## config.mk

```make
export PLATFORM = sky130hd
export DESIGN_NAME = fifo_mem_param
export DESIGN_NICKNAME = d
export VERILOG_FILES = /design/src/rtl/fifo_mem_param.sv
export SDC_FILE = /design/constraint.sdc
export NUM_CORES = 1
export LEC_CHECK = 0
export ABC_AREA = 1
export BUFFER_PORTS_ARGS = -buffer_cell sky130_fd_sc_hd__buf_2
export CAP_MARGIN = 25
export CORE_MARGIN = 1.5
export CORE_UTILIZATION = 45
export CTS_CLUSTER_SIZE = 12
export DETAILED_ROUTE_END_ITERATION = 10
export GPL_TIMING_DRIVEN = 1
export PLACE_DENSITY_LB_ADDON = 0.05
export SYNTH_ARGS = -nofsm -noshare
export SYNTH_HDL_FRONTEND = slang
export SYNTH_SLANG_ARGS = --single-unit
```

## constraint.sdc

```tcl
create_clock -name clk -period 1.7 [get_ports clk]
set_clock_uncertainty 0.05 [all_clocks]
set_input_delay 0.17 -clock clk [delete_from_list [all_inputs] [get_ports clk]]
set_output_delay 0.17 -clock clk [all_outputs]
set_load 0.02 [all_outputs]
```

## src/rtl/fifo_mem_param.sv

```systemverilog
// Synchronous FIFO with parameterised width/depth, programmable fill threshold,
// sticky over/underflow flags and optional first-word-fall-through read port.
module fifo_mem_param #(
   parameter int DATA_WIDTH = 8,
   parameter int ADDR_WIDTH = 4,
   parameter int FWFT       = 0
) (
   input  logic                  clk,
   input  logic                  rst,
   input  logic                  wr,
   input  logic                  rd,
   input  logic [DATA_WIDTH-1:0] data_in,
   input  logic [ADDR_WIDTH:0]   thresh,
   input  logic                  err_clr,
   output logic [DATA_WIDTH-1:0] data_out,
   output logic                  fifo_full,
   output logic                  fifo_empty,
   output logic                  fifo_threshold,
   output logic                  fifo_overflow,
   output logic                  fifo_underflow,
   output logic                  ovf_sticky,
   output logic                  udf_sticky,
   output logic [ADDR_WIDTH:0]   count
);

   localparam int DEPTH = 2 ** ADDR_WIDTH;
   localparam logic [ADDR_WIDTH:0] DEPTH_CNT = {1'b1, {ADDR_WIDTH{1'b0}}};
   localparam logic [ADDR_WIDTH:0] ONE       = {{ADDR_WIDTH{1'b0}}, 1'b1};

   logic [DATA_WIDTH-1:0] mem [DEPTH];

   logic [ADDR_WIDTH:0]   wr_ptr_q, wr_ptr_d;
   logic [ADDR_WIDTH:0]   rd_ptr_q, rd_ptr_d;
   logic [ADDR_WIDTH:0]   count_q, count_d;
   logic [DATA_WIDTH-1:0] data_out_q;
   logic                  ovf_q, udf_q;
   logic                  ovf_sticky_q, udf_sticky_q;
   logic                  wr_ok, rd_ok;

   // A write into a full FIFO is still accepted when a read frees a slot this cycle.
   always_comb begin
      rd_ok    = rd && (count_q != '0);
      wr_ok    = wr && ((count_q != DEPTH_CNT) || rd_ok);
      wr_ptr_d = wr_ok ? wr_ptr_q + ONE : wr_ptr_q;
      rd_ptr_d = rd_ok ? rd_ptr_q + ONE : rd_ptr_q;
      count_d  = count_q;
      case ({wr_ok, rd_ok})
         2'b10:   count_d = count_q + ONE;
         2'b01:   count_d = count_q - ONE;
         default: count_d = count_q;
      endcase
   end

   always_ff @(posedge clk) begin
      if (wr_ok && !rst) begin
         mem[wr_ptr_q[ADDR_WIDTH-1:0]] <= data_in;
      end
   end

   always_ff @(posedge clk) begin
      if (rst) begin
         wr_ptr_q     <= '0;
         rd_ptr_q     <= '0;
         count_q      <= '0;
         ovf_q        <= 1'b0;
         udf_q        <= 1'b0;
         ovf_sticky_q <= 1'b0;
         udf_sticky_q <= 1'b0;
      end else begin
         wr_ptr_q <= wr_ptr_d;
         rd_ptr_q <= rd_ptr_d;
         count_q  <= count_d;
         ovf_q    <= wr && !wr_ok;
         udf_q    <= rd && !rd_ok;
         if (wr && !wr_ok) begin
            ovf_sticky_q <= 1'b1;
         end else if (err_clr) begin
            ovf_sticky_q <= 1'b0;
         end
         if (rd && !rd_ok) begin
            udf_sticky_q <= 1'b1;
         end else if (err_clr) begin
            udf_sticky_q <= 1'b0;
         end
      end
   end

   generate
      if (FWFT == 0) begin : g_std
         always_ff @(posedge clk) begin
            if (rst) begin
               data_out_q <= '0;
            end else if (rd_ok) begin
               data_out_q <= mem[rd_ptr_q[ADDR_WIDTH-1:0]];
            end
         end
      end else begin : g_fwft
         // The next head can only coincide with the write slot when the FIFO is
         // (about to be) empty, so the incoming word is forwarded straight out.
         logic head_bypass;
         assign head_bypass = wr_ok && (wr_ptr_q[ADDR_WIDTH-1:0] == rd_ptr_d[ADDR_WIDTH-1:0]);

         always_ff @(posedge clk) begin
            if (rst) begin
               data_out_q <= '0;
            end else if (head_bypass) begin
               data_out_q <= data_in;
            end else begin
               data_out_q <= mem[rd_ptr_d[ADDR_WIDTH-1:0]];
            end
         end
      end
   endgenerate

   assign data_out       = data_out_q;
   assign count          = count_q;
   assign fifo_full      = (count_q == DEPTH_CNT);
   assign fifo_empty     = (count_q == '0);
   assign fifo_threshold = (count_q >= thresh);
   assign fifo_overflow  = ovf_q;
   assign fifo_underflow = udf_q;
   assign ovf_sticky     = ovf_sticky_q;
   assign udf_sticky     = udf_sticky_q;

endmodule

```

==> metrics.txt, run 1 <==
Max-Slew Margin vs Limit=0.670; Layout Cells excl Fill=964; via count=between 4k and 5k; Ant. Diodes=0; synthesized cell area=6790 um2; starting density of the core=0.464; register bit total from synthesis=about 150; post-route antenna net violation count=0; leakage=around 3.6 nW; pin count of the biggest net entering global routing=43; H-tree levels=4; share of the synthesized area in the top cell type=0.566; DR WL/cell=about 17 um; setup TNS=-0.460 ns; synth warn=0; Residual DRC=0; Cells after Synth=approximately 700; area leader, netlist=edfxtp_1; worst hold path type=in2reg; critical path peak fanout=2; TritonCTS buffer count=17; most common cell in the netlist=nand2_1; TritonCTS clock tree=done; Max Fclk=about 530 MHz; Clk Tree Root Cell=clkbuf_16; Yosys cell types=30; failing checks=negative setup slack; core area=about 15,000 um2; Setup violations, final=3; power per cell area=~1400 nW/um2; Filler Cell Count=1,298; die height=approximately 130 um; status=finished, violations left; routability cong.=~0.8; Post-synth EDFFs=about 130; clk slew on worst S/H paths=roughly 0.06 ns; RSZ-0062 raised after global routing=yes; initial antenna violation count=0; Clock Tree Buf Depth=2; IO buf count=37; total track usage=0.218; Worst-Margin Slew=0.494 ns; post-synth net total=slightly above 700; crit share post-route=1.12; Final Hold Fails=0; total gr overflow=0; Seq/Total Area, Yosys=0.640; dominant cells by area after synthesis=edfxtp_1, nand2_1, dfxtp_1; Die Span X=126 um; synth cell count leaders=nand2_1, edfxtp_1, nand3_1; first-pass GRT wire length=25.8 mm; Worst-Skew Late Latency=0.42 ns; post-DP HPWL=about 10 mm; setup slack after placement=-0.0636 ns; io pins=38; clock sinks=~150; Mean Syn Cell Area=~10 um2; Critical Path RT=approximately 1.5 ns; Startpoint Class=flop; prevailing post-synth register cell=edfxtp_1; Die ar.=about 16,000 um2; data arrival time of the critical path=between 1.5 and 2 ns; layout cells sized above 1=0.214; Setup WS post-layout=-0.204 ns; row cnt=44; Crit. End Element=primary output; vias per std cell=about 5.0; Synth async-reset ratio=0; drt first pass iters=5; DRT Wirelength=approximately 16 mm; r2r setup slk=-0.15 ns; Final Max Slew Viols=0; kind of critical path=reg2out; VDD IR max=0.733 mV; vias in the first global route=4,822; max-cap violations=0; Synth-to-Final Area Change=23.0%; fin crit period=roughly 1.9 ns; Post-Place Cells=a little over 900; Final #Nets=roughly 800; drt initial violations=~370
report_power, final:
| group | internal (W) | total, W | switching (W) |
|---|---|---|---|
| logic | 0.00118 | 0.00318 | 0.00200 |
| clock network | 0.00239 | 0.00391 | 0.00152 |
| registers | 0.00425 | 0.00436 | 0.000108 |
| total | 0.00783 | 0.0115 | 0.00363 |
flip-flops by register name, indices dropped and copies added (netlist names):
register,count
mem,128
rd_ptr_q,4
wr_ptr_q,4
udf_sticky,1
data_out,8
fifo_overflow,1
count,5
ovf_sticky,1
fifo_underflow,1
cell usage in the layout (no fill, tap or decap), types with 5 or more instances in the layout:
master / count
o21ai_0: 18
buf_6: 10
nor2_1: 53
nand2_4: 5
ha_4: 5
inv_1: 92
a21oi_1: 8
clkbuf_16: 19
ha_1: 8
nor2_2: 7
dfxtp_1: 19
nand2_1: 182
buf_4: 35
buf_2: 34
edfxtp_1: 128
nand3_1: 95
a21oi_2: 5
kinds of logic after synthesis:
| kind of cell | share of synthesized area |
|---|---|
| simple gates | 0.222 |
| flops | 0.640 |
| buf+inv | 0.0813 |
| compound gates | 0.0265 |
| fa+ha+maj | 0.0269 |
| xor+xnor | 0.00387 |
cell type report:
cell class              count  area, um2  area share
well taps                 184        230      0.0276
repair buffers             85        646      0.0773
flip-flops and latches    153       4360       0.522
multi-input cells         409       2100       0.251
clock inverters            11        133      0.0159
clock buffers              21        493      0.0590
inverters                 101        392      0.0469
through the flow:
step                      total power [W]  hold WS (ns)   util  cell area, um2
after floorplan                   0.00633         0.219      -            6850
after global placement            0.00722         0.387  0.508            7440
after detailed placement          0.00727         0.397  0.508            7440
after CTS                          0.0114       0.00968  0.560            8200
after global routing               0.0121        0.0629  0.570            8350
final                              0.0115        0.0298  0.570            8350
final timing paths:
path                                               from                   endpoint  cells past startpoint
worst min register to register  udf_sticky$_SDFFE_PP0P_    udf_sticky$_SDFFE_PP0P_                      2
worst max register to register    count[1]$_SDFFE_PP0P_      count[4]$_SDFFE_PP0P_                     13
worst max-delay path              count[0]$_SDFFE_PP0P_             fifo_threshold                     10
worst min-delay path                                 rd  fifo_underflow$_SDFF_PP0_                      3
critical path, stage by stage, from the launching register on:
cell	delay, ns
dfxtp_2	0.33
buf_6	0.11
inv_6	0.03
ha_4	0.20
o21ai_2	0.09
nand2_1	0.05
nand2_1	0.07
nand2_2	0.05
a21oi_2	0.10
o21bai_1	0.07
buf_4	0.16
metal layers:
layer | global-route usage | wire [um] | up-vias
met4 | 0.0879 | 274 | 0
met5 | 0 | 0 | -
met2 | 0.352 | 7950 | 102
li1 | - | - | 2397
met3 | 0.0510 | 794 | 20
met1 | 0.287 | 6940 | 2281
timing repair:
item / CTS / global route
endpoints found under the hold margin: 3 / 0
pin swaps: 13 / 15
buffers inserted: 5 / 2
setup endpoints to repair: 3 / 136
hold buffers: 2 / 0
gates resized for setup: 18 / 35
No activity file was read; power rests on OpenSTA's default activity.
==> run 2: changes to the inputs <==
CTS_BUF_LIST = sky130_fd_sc_hd__clkbuf_16   (was default)
MAX_ROUTING_LAYER = met4   (was default)
==> run 2 against run 1 <==
Against the previous run: the run still ends with negative setup slack left; first-iteration DRC count shrank 9.8%; via count rose by 0.38%; flip-flop and latch count unchanged; core utilization is 0.068 points lower; global-route usage is 0.77 points higher; non-clock buffer count unchanged; wire length is 0.43% higher; hold slack improved by 0.0020 ns; maximum frequency about the same; register-to-register slack about the same; critical path depth is the same; critical path type unchanged.
==> metrics.txt, run 2 (synthesis results as in run 1) <==
most common cell after layout, fill and taps aside=nand2_1; FF/Latch Area=roughly 4400 um2; most frequent CP cell=nand2_1; Post-Place Cells=about 920; area of the multi-input gates=between 2000 and 2500 um2; Synth-to-Final Area Change=22.8%; Hold Startpoint=rd; io pins=38; worst hold path type=in2reg; Residual DRC=0; CP max stage cell=dfxtp_2; Critical path buffers and inverters=3; crit path cell chain=buf_6 > inv_6 > ha_4 > o21ai_2 > nand2_1 > nand2_1 > nand2_2 > a21oi_2 > o21bai_1 > buf_4; hold-critical path endpoint=fifo_underflow$_SDFF_PP0_; Final #Nets=799; data arrival time of the critical path=1.68 ns; core area=14,600 um2; Die ar.=around 16,000 um2; H-tree levels=4; Final Max Slew Viols=0; critical path peak fanout=2; clock sinks=153; hold_ws=between 0.03 and 0.04 ns; most frequent cells in the layout=nand2_1, edfxtp_1, nand3_1; total gr overflow=0; row cnt=44; IO buf count=37; via count=slightly below 5k; starting density of the core=0.464; Max-Slew Margin vs Limit=0.664; Filler Cell Count=about 1.3k; leakage=roughly 3.6 nW; number of flip-flops in the largest register=128; final core utilization=0.570; Clk Tree Root Cell=clkbuf_16; die height=about 130 um; Critical Path RT=roughly 1.5 ns; kind of critical path=reg2out; Reg2Reg Depth=13; Ant. Diodes=0; worst flop-to-flop path startpoint=count[1]$_SDFFE_PP0P_; pin count of the biggest net entering global routing=between 40 and 50; clk slew on worst S/H paths=about 0.060 ns; routability cong.=0.822; Final Hold Fails=0; Crit Reg-Reg Endpoint=count[4]$_SDFFE_PP0P_; Die Span X=126 um; layout cells sized above 1=0.213; Worst-Skew Late Latency=approximately 0.43 ns; Clock Tree Buf Depth=2; r2r setup slk=-0.16 ns; Setup WS post-layout=-0.204 ns; Worst-Margin Slew=~0.5 ns; Overall Power=0.0114 W; drt first pass iters=4; status=finished, violations left; DR WL/cell=approximately 17 um; post-DP HPWL=between 10 and 15 mm; vias per std cell=5.00; drt initial violations=between 300 and 400; failing checks=negative setup slack; Setup violations, final=3; Max Fclk=between 500 and 600 MHz; RSZ-0062 raised after global routing=yes; first-pass GRT wire length=between 20 and 30 mm; Crit. End Element=primary output; delay-heaviest family, CP=flip-flops; power per cell area=approximately 1400 nW/um2; total track usage=0.226; Startpoint Class=flop; VDD IR max=approximately 0.74 mV; Worst Hold Path Cells=3; TritonCTS clock tree=done; DRT Wirelength=roughly 16 mm; vias in the first global route=between 4k and 5k; max-cap violations=0; TritonCTS buffer count=17; crit share post-route=1.12; slowest stage delay, CP=about 0.33 ns; fin crit period=around 1.9 ns; initial antenna violation count=0; Layout Cells excl Fill=964; post-route antenna net violation count=0
==> run 2: changes by cell type in the layout (fill, tap and decap cells not counted), sizes merged <==
| cell | delta |
|---|---|
| clkinv | +1 |
| clkbuf | -2 |
| inv | +1 |
==> run 2: routing by layer <==
metal | track usage | vias up | wire (um)
li1 | - | 2400 | -
met1 | 0.287 | 2300 | 7080
met2 | 0.352 | 91 | 7890
met3 | 0.0586 | 27 | 733
met4 | 0.0818 | 0 | 328
met5 | - | - | 0
==> run 2: tightest hold or removal path, stage by stage <==
cell and delay [ns]:
buf_2 0.14, nand2_1 0.10, nor2_1 0.04
==> run 2: through the flow <==
step	cell area [um2]	setup TNS (ns)	worst slack, ns
after CTS	8190	-1.11	-0.273
final	8340	-0.464	-0.204
after global placement	7440	-0.0215	-0.0111
after global routing	8340	-1.27	-0.298
after detailed placement	7440	-0.100	-0.0636
after floorplan	6850	-6.53	-0.0581
==> run 2: layout make-up <==
class / instances / area share
Sequential cell: 153 / 0.523
Multi-Input combinational cell: 409 / 0.251
Timing Repair Buffer: 85 / 0.0774
Clock buffer: 19 / 0.0570
Inverter: 101 / 0.0470
Tap cell: 184 / 0.0276
Clock inverter: 13 / 0.0168
==> run 2: timing repair <==
| item | CTS | global route |
|---|---|---|
| resized for setup | 18 | 35 |
| endpoints found under the hold margin | 3 | 0 |
| hold buffers | 2 | 0 |
| pin swaps | 13 | 15 |
| setup endpoints to repair | 3 | 136 |
| buffers inserted | 5 | 2 |
==> run 2: worst max-delay path by stage <==
stage | start | endpoint | slack [ns] | depth (start not counted)
floorplan | count[2]$_SDFFE_PP0P_ | mem[4][0]$_DFFE_PP_ | -0.06 | 6
global placement | count[0]$_SDFFE_PP0P_ | count[4]$_SDFFE_PP0P_ | -0.01 | 12
detailed placement | count[2]$_SDFFE_PP0P_ | count[4]$_SDFFE_PP0P_ | -0.06 | 12
CTS | count[0]$_SDFFE_PP0P_ | fifo_threshold | -0.27 | 10
global route | count[0]$_SDFFE_PP0P_ | fifo_threshold | -0.30 | 10
finish | count[0]$_SDFFE_PP0P_ | fifo_threshold | -0.20 | 10
==> run 2: power by group <==
part           internal [W]  total [W]  switching, W
clock               0.00234    0.00387       0.00153
combinational       0.00118    0.00318       0.00200
sequential          0.00425    0.00436      0.000108
total               0.00778     0.0114       0.00364
